## config.mk

```make
export PLATFORM = sky130hd
export DESIGN_NAME = mii_rx_deframer
export DESIGN_NICKNAME = d
export VERILOG_FILES = /design/src/rtl/mii_rx_deframer.sv
export SDC_FILE = /design/constraint.sdc
export NUM_CORES = 1
export LEC_CHECK = 0
export CORE_MARGIN = 8
export CORE_UTILIZATION = 50
export CTS_CLUSTER_SIZE = 24
export DETAILED_ROUTE_END_ITERATION = 7
export GPL_TIMING_DRIVEN = 0
export PLACE_DENSITY = 0.88
export SETUP_SLACK_MARGIN = 0.15
export SYNTH_ARGS = -nofsm -noshare
export SYNTH_HDL_FRONTEND = slang
export SYNTH_SLANG_ARGS = --single-unit
export TNS_END_PERCENT = 100
```

## constraint.sdc

```tcl
create_clock -name clk -period 2.5 [get_ports clk]
set_input_delay 0.25 -clock clk [delete_from_list [all_inputs] [get_ports clk]]
set_output_delay 0.25 -clock clk [all_outputs]
set_load 0.01 [all_outputs]
```

## src/rtl/mii_rx_deframer.sv

```systemverilog
// MII receive deframer: strips preamble/SFD, assembles bytes low nibble first, checks CRC-32/length/alignment.
// Optional frame statistics counters are built when MII_RX_STATS_EN is defined.
module mii_rx_deframer #(
  parameter int PRE_MIN = 6,
  parameter int MIN_LEN = 64,
  parameter int MAX_LEN = 1518
) (
  input  logic        clk,
  input  logic        resetn,
  input  logic        nib_en,
  input  logic [3:0]  rxd,
  input  logic        rx_dv,
  output logic [7:0]  rx_data,
  output logic        rx_valid,
  output logic        rx_sof,
  output logic        rx_eof,
  output logic        rx_good,
  output logic        rx_err_crc,
  output logic        rx_err_len,
  output logic        rx_err_align,
  output logic [10:0] rx_len,
  output logic [15:0] rx_good_cnt,
  output logic [15:0] rx_bad_cnt
);

  typedef enum logic [1:0] {IDLE, PRE, DATA, DROP} state_t;

  // MSB-first register fed LSB-first per byte; a good frame leaves this residue.
  localparam logic [31:0] CRC_POLY    = 32'h04C11DB7;
  localparam logic [31:0] CRC_RESIDUE = 32'hC704DD7B;

  function automatic logic [31:0] crc_byte(input logic [31:0] c, input logic [7:0] b);
    logic [31:0] r;
    r = c;
    for (int i = 0; i < 8; i++)
      r = {r[30:0], 1'b0} ^ ((r[31] ^ b[i]) ? CRC_POLY : 32'h0);
    return r;
  endfunction

  state_t      state_q, state_d;
  logic [3:0]  pre_cnt_q, pre_cnt_d;
  logic        phase_q, phase_d;
  logic [3:0]  low_q, low_d;
  logic [31:0] crc_q, crc_d;
  logic [10:0] len_q, len_d;
  logic        first_q, first_d;
  logic [7:0]  data_q, data_d;
  logic        valid_q, valid_d, sof_q, sof_d, eof_q, eof_d;
  logic        good_q, good_d, err_crc_q, err_crc_d, err_len_q, err_len_d, err_align_q, err_align_d;
  logic [10:0] len_out_q, len_out_d;

  logic [31:0] crc_upd;
  logic [10:0] len_inc;
  logic        crc_bad, len_short;

  always_comb begin
    state_d     = state_q;
    pre_cnt_d   = pre_cnt_q;
    phase_d     = phase_q;
    low_d       = low_q;
    crc_d       = crc_q;
    len_d       = len_q;
    first_d     = first_q;
    data_d      = data_q;
    valid_d     = 1'b0;
    sof_d       = 1'b0;
    eof_d       = 1'b0;
    good_d      = good_q;
    err_crc_d   = err_crc_q;
    err_len_d   = err_len_q;
    err_align_d = err_align_q;
    len_out_d   = len_out_q;
    crc_upd     = crc_byte(crc_q, {rxd, low_q});
    len_inc     = (len_q == 11'h7FF) ? len_q : len_q + 11'd1;
    crc_bad     = (crc_q != CRC_RESIDUE);
    len_short   = (len_q < 11'(MIN_LEN));
    if (nib_en) begin
      unique case (state_q)
        IDLE: if (rx_dv) begin
          if (rxd == 4'h5) begin
            state_d   = PRE;
            pre_cnt_d = 4'd1;
          end else begin
            state_d = DROP;
          end
        end
        PRE: begin
          if (!rx_dv) begin
            state_d = IDLE;
          end else if (rxd == 4'h5) begin
            if (pre_cnt_q != 4'hF) pre_cnt_d = pre_cnt_q + 4'd1;
          end else if (rxd == 4'hD && pre_cnt_q >= 4'(PRE_MIN)) begin
            state_d = DATA;
            phase_d = 1'b0;
            crc_d   = '1;
            len_d   = '0;
            first_d = 1'b1;
          end else begin
            state_d = DROP;
          end
        end
        DATA: begin
          if (!rx_dv) begin
            eof_d       = 1'b1;
            err_align_d = phase_q;
            err_crc_d   = crc_bad;
            err_len_d   = len_short;
            good_d      = !(phase_q || crc_bad || len_short);
            len_out_d   = len_q;
            state_d     = IDLE;
          end else if (!phase_q) begin
            low_d   = rxd;
            phase_d = 1'b1;
          end else begin
            phase_d = 1'b0;
            crc_d   = crc_upd;
            len_d   = len_inc;
            // Oversize: the excess byte is swallowed and the frame closes here.
            if (len_inc == 11'(MAX_LEN + 1)) begin
              eof_d       = 1'b1;
              err_len_d   = 1'b1;
              err_align_d = 1'b0;
              err_crc_d   = (crc_upd != CRC_RESIDUE);
              good_d      = 1'b0;
              len_out_d   = len_inc;
              state_d     = DROP;
            end else begin
              valid_d = 1'b1;
              data_d  = {rxd, low_q};
              sof_d   = first_q;
              first_d = 1'b0;
            end
          end
        end
        default: if (!rx_dv) state_d = IDLE;
      endcase
    end
  end

  always_ff @(posedge clk) begin
    if (!resetn) begin
      state_q     <= DROP;
      pre_cnt_q   <= '0;
      phase_q     <= 1'b0;
      low_q       <= '0;
      crc_q       <= '1;
      len_q       <= '0;
      first_q     <= 1'b0;
      data_q      <= '0;
      valid_q     <= 1'b0;
      sof_q       <= 1'b0;
      eof_q       <= 1'b0;
      good_q      <= 1'b0;
      err_crc_q   <= 1'b0;
      err_len_q   <= 1'b0;
      err_align_q <= 1'b0;
      len_out_q   <= '0;
    end else begin
      state_q     <= state_d;
      pre_cnt_q   <= pre_cnt_d;
      phase_q     <= phase_d;
      low_q       <= low_d;
      crc_q       <= crc_d;
      len_q       <= len_d;
      first_q     <= first_d;
      data_q      <= data_d;
      valid_q     <= valid_d;
      sof_q       <= sof_d;
      eof_q       <= eof_d;
      good_q      <= good_d;
      err_crc_q   <= err_crc_d;
      err_len_q   <= err_len_d;
      err_align_q <= err_align_d;
      len_out_q   <= len_out_d;
    end
  end

  assign rx_data      = data_q;
  assign rx_valid     = valid_q;
  assign rx_sof       = sof_q;
  assign rx_eof       = eof_q;
  assign rx_good      = good_q;
  assign rx_err_crc   = err_crc_q;
  assign rx_err_len   = err_len_q;
  assign rx_err_align = err_align_q;
  assign rx_len       = len_out_q;

`ifdef MII_RX_STATS_EN
  logic [15:0] good_cnt_q, good_cnt_d, bad_cnt_q, bad_cnt_d;

  always_comb begin
    good_cnt_d = good_cnt_q;
    bad_cnt_d  = bad_cnt_q;
    if (eof_d) begin
      if (good_d && good_cnt_q != 16'hFFFF) good_cnt_d = good_cnt_q + 16'd1;
      if (!good_d && bad_cnt_q != 16'hFFFF) bad_cnt_d = bad_cnt_q + 16'd1;
    end
  end

  always_ff @(posedge clk) begin
    if (!resetn) begin
      good_cnt_q <= '0;
      bad_cnt_q  <= '0;
    end else begin
      good_cnt_q <= good_cnt_d;
      bad_cnt_q  <= bad_cnt_d;
    end
  end

  assign rx_good_cnt = good_cnt_q;
  assign rx_bad_cnt  = bad_cnt_q;
`else
  assign rx_good_cnt = '0;
  assign rx_bad_cnt  = '0;
`endif

endmodule

```

==> impl_metrics.yaml <==
run_status:
  status: "finished, violations left"
  violations: "negative setup slack"
global_routing:
  first_global_vias: 4554
  grt_max_degree: 15
  grt_overflow: 0
  grt_use_total_pct: 22.60
  antenna_found_initial: 0
  grt_pass1_wl_um: 23670
worst_setup_path:
  arrival_ns: 2.78
  worstSetupPathType: "register to register"
  start_kind: "register"
  path_buf_inv: 1
  path_cells: "xnor2_4 -> buf_4 -> xnor2_4 -> xor2_1 -> xnor2_1 -> a2111oi_2 -> and4_1 -> a211o_1 -> a21oi_1"
  cpMostUsedCell: "xnor2_4"
  critPathSlowestCell: "dfxtp_1"
  required_ns: 2.74
  end_kind: "register"
  cpPeakStageDelay_ns: 0.49
  crit_family: "XOR/XNOR gates"
  crit_fanout: 6
cts:
  h-tree-depth: 3
  cts_sinks: 81
  cts.clk_slew.worst_paths_ns: 0.09
  insertion_delay_ns: 0.38
  cts-buffers-inserted: 9
  cts_root_buf: "clkbuf_8"
  cts_tree: "done"
  clock_path_buffers: 2
sta:
  slew_violations: 0
  post-route-min-period_ns: 2.539
  min_period_over_period_pct: 101.6
  setup_ws_ns: -0.03909
  tightest_slew_ns: 0.7021
  max_freq_mhz: 393.8
  relSlewSlack_pct: 52.81
  fin_hold_ws_ns: 0.2158
  rsz0062_at_grt: "true"
  setup-violations-final: 1
  skew_ns: 0.009351
  finalHoldViolCount: 0
  finalSetupTns_ns: -0.03909
power_and_ir_drop:
  leakagePower_nw: 2.747
  p_seq_share_pct: 44.9
  peakVddDrop_mv: 0.5154
  total_power_mw: 2.896
  swShare_pct: 29.47
  p_clk_share_pct: 35.5
  comb_power_share_pct: 19.5
  intPower_mw: 2.043
  p_per_area_nw_per_um2: 420.1
  p_sw_mw: 0.8535
synth:
  ys_seq_area_share_pct: 33.13
  post-synth-top-area-cell: "dfxtp_1"
  syn_inst: 550
  synth_compound_area_share_pct: 13.65
  synth_edf_count: 0
  synth_xor_area_share_pct: 19.48
  yosysTopAreaCellShare_pct: 33.13
  synth-seq-cells: 81
  synth_top_family_by_area: "XOR/XNOR gates"
  ys_warn_count: 0
  synth.area.mux_share_pct: 7.311
  synth_simple_gate_area_share_pct: 16.74
  synthTopCellsByArea: "dfxtp_1 33%, xnor2_1 8.2%, mux2i_1 5.9%, buf_4 4.9%, nor2_1 4.9%"
  synthAdderAreaFrac_pct: 1.022
  postSynthAreaPerCell_sq_um: 8.899
  synth_area_sq_um: 4895
  synthArstFlopShare_pct: 0
  yosys.cell_types.count: 59
  synth_ff_type: "dfxtp_1"
placed_design:
  dp_slack_ns: -0.7829
  gp_congestion: 0.9431
  dp_hpwl_um: 9204
  portBuffers: 31
floorplanning:
  die_w_um: 114.9
  die_height_um: 114.9
  dieArea_sq_um: 13210
  core_area_sq_um: 9639
  ios: 66
  rows: 36
  start_util_pct: 50.78
final_layout:
  utilization_pct: 71.53
  area_growth_pct: 40.87
  antenna_cells: 0
  fin_nets: 698
  drive_above_1_share_pct: 32.56
routing:
  first_pass_iters: 6
  via_count: 5009
  drt-initial-drc-count: 718
  remaining_drc_errors: 0
  viasPerCell: 6.079
  wl_per_cell_um: 21.79
  ant_nets: 0
  drt-total-wl_um: 17950
hold_path:
  min_path_type: "primary input to register"
flow_run:
  cap_viol_max_count: 0
[sequential cells by signal, indices dropped and copies added, names as in the netlist, 2 cells and up]
signal     flops
low_q          4
len_q         11
rx_len        11
rx_data        8
pre_cnt_q      4
crc_q         32
state_q        2
[path summary, 6_finish.rpt]
kind / start / to / slack, ns / cells past startpoint
setup reg to reg: low_q[2] / rx_err_crc / -0.04 / 9
hold / removal: resetn / crc_q[1] / 0.22 / 2
hold reg to reg: rx_len[7] / rx_len[7] / 0.45 / 2
setup / recovery: low_q[2] / rx_err_crc / -0.04 / 9
[final cells by class]
| class | instances | area (sq um) |
|---|---|---|
| Buffer | 61 | 475.5 |
| Clock buffer | 10 | 137.6 |
| Clock inverter | 6 | 67.56 |
| Fill cell | 598 | 2744 |
| Inverter | 14 | 55.05 |
| Multi-Input combinational cell | 425 | 3420 |
| Sequential cell | 81 | 1653 |
| Tap cell | 133 | 166.4 |
| Timing Repair Buffer | 94 | 920.9 |
[worst reg2reg max path: stages (launching register included)]
cell	delay (ns)
dfxtp_1	0.49
xnor2_4	0.18
buf_4	0.19
xnor2_4	0.30
xor2_1	0.37
xnor2_1	0.20
a2111oi_2	0.25
and4_1	0.25
a211o_1	0.12
a21oi_1	0.05
[through the flow]
step	std cells	area, sq um
global placement	745	5522
CTS	798	6301
floorplan	581	5045
detailed placement	745	5522
global route	824	6895
finish	824	6895
[cell families after synthesis]
| logic type | count (synthesis) |
|---|---|
| compound gates | 106 |
| xor+xnor | 84 |
| fa+ha+maj | 4 |
| buf+inv | 75 |
| flops | 81 |
| mux | 35 |
| other cells | 1 |
| simple gates | 164 |
[synth_stat cells, types with 3 or more instances]
cell type,instances
xnor2_1,46
or2_2,3
or3_1,3
dfxtp_1,81
a21oi_1,47
xnor2_4,3
o21ai_0,17
xnor2_2,9
inv_1,13
nor3_1,4
a22o_1,6
and3_1,5
xor2_1,19
ha_1,4
buf_4,32
nor4_1,4
and4_1,4
buf_2,14
nand4b_1,4
a31oi_1,6
xor3_1,3
or4_1,3
o22a_1,10
mux2i_1,29
nand3_1,8
clkbuf_1,14
xnor3_1,3
nand2b_1,3
nor2b_1,6
nand2_1,32
nor2_1,64
and2_1,7
nand4_1,5
mux2_2,6
[repair_timing]
action,CTS,global route
hold buffers,0,0
endpoints found under the setup margin,72,74
pin swaps,14,44
setup buffers,36,24
resized for setup,72,86
gates cloned,1,2
[cell usage in the layout (no fill, tap or decap), drive strengths merged, types with 4 or more instances in the layout]
cell type | synthesis | layout
xor2 | 20 | 20
nor3 | 4 | 4
and2 | 7 | 7
inv | 13 | 13
clkbuf | 15 | 25
and3 | 5 | 5
o21ai | 17 | 17
clkdlybuf4s50 | 0 | 27
buf | 46 | 109
ha | 4 | 4
dlygate4sd2 | 0 | 4
mux2i | 29 | 29
dfxtp | 81 | 81
and4 | 4 | 4
a31oi | 6 | 6
nand2 | 32 | 32
nor2 | 64 | 64
nand3 | 8 | 8
o22a | 10 | 10
nand4 | 5 | 5
conb | 1 | 32
nand4b | 4 | 4
a22o | 6 | 6
mux2 | 6 | 6
xnor2 | 58 | 58
clkinv | 1 | 4
nor2b | 6 | 6
nor4 | 5 | 5
a21oi | 47 | 47
[power by group through the flow]
stage | logic [mW] | clock network [mW] | registers (mW)
after floorplan | 0.318 | 0 | 1.33
after CTS | 0.468 | 1.00 | 1.30
final | 0.566 | 1.03 | 1.30
after global routing | 0.588 | 1.05 | 1.30
after global placement | 0.390 | 0 | 1.33
after detailed placement | 0.401 | 0 | 1.34
[per-layer routing]
metal	up-vias	wire [um]	part of all wire, %	GRT usage (%)
met5	-	0	0	0
met1	2303	6371	35	25.46
met3	167	1911	11	4.832
met2	428	8243	46	38.00
li1	2111	-	-	-
met4	0	1426	7.9	14.71
No activity file was read; power rests on OpenSTA's default activity.
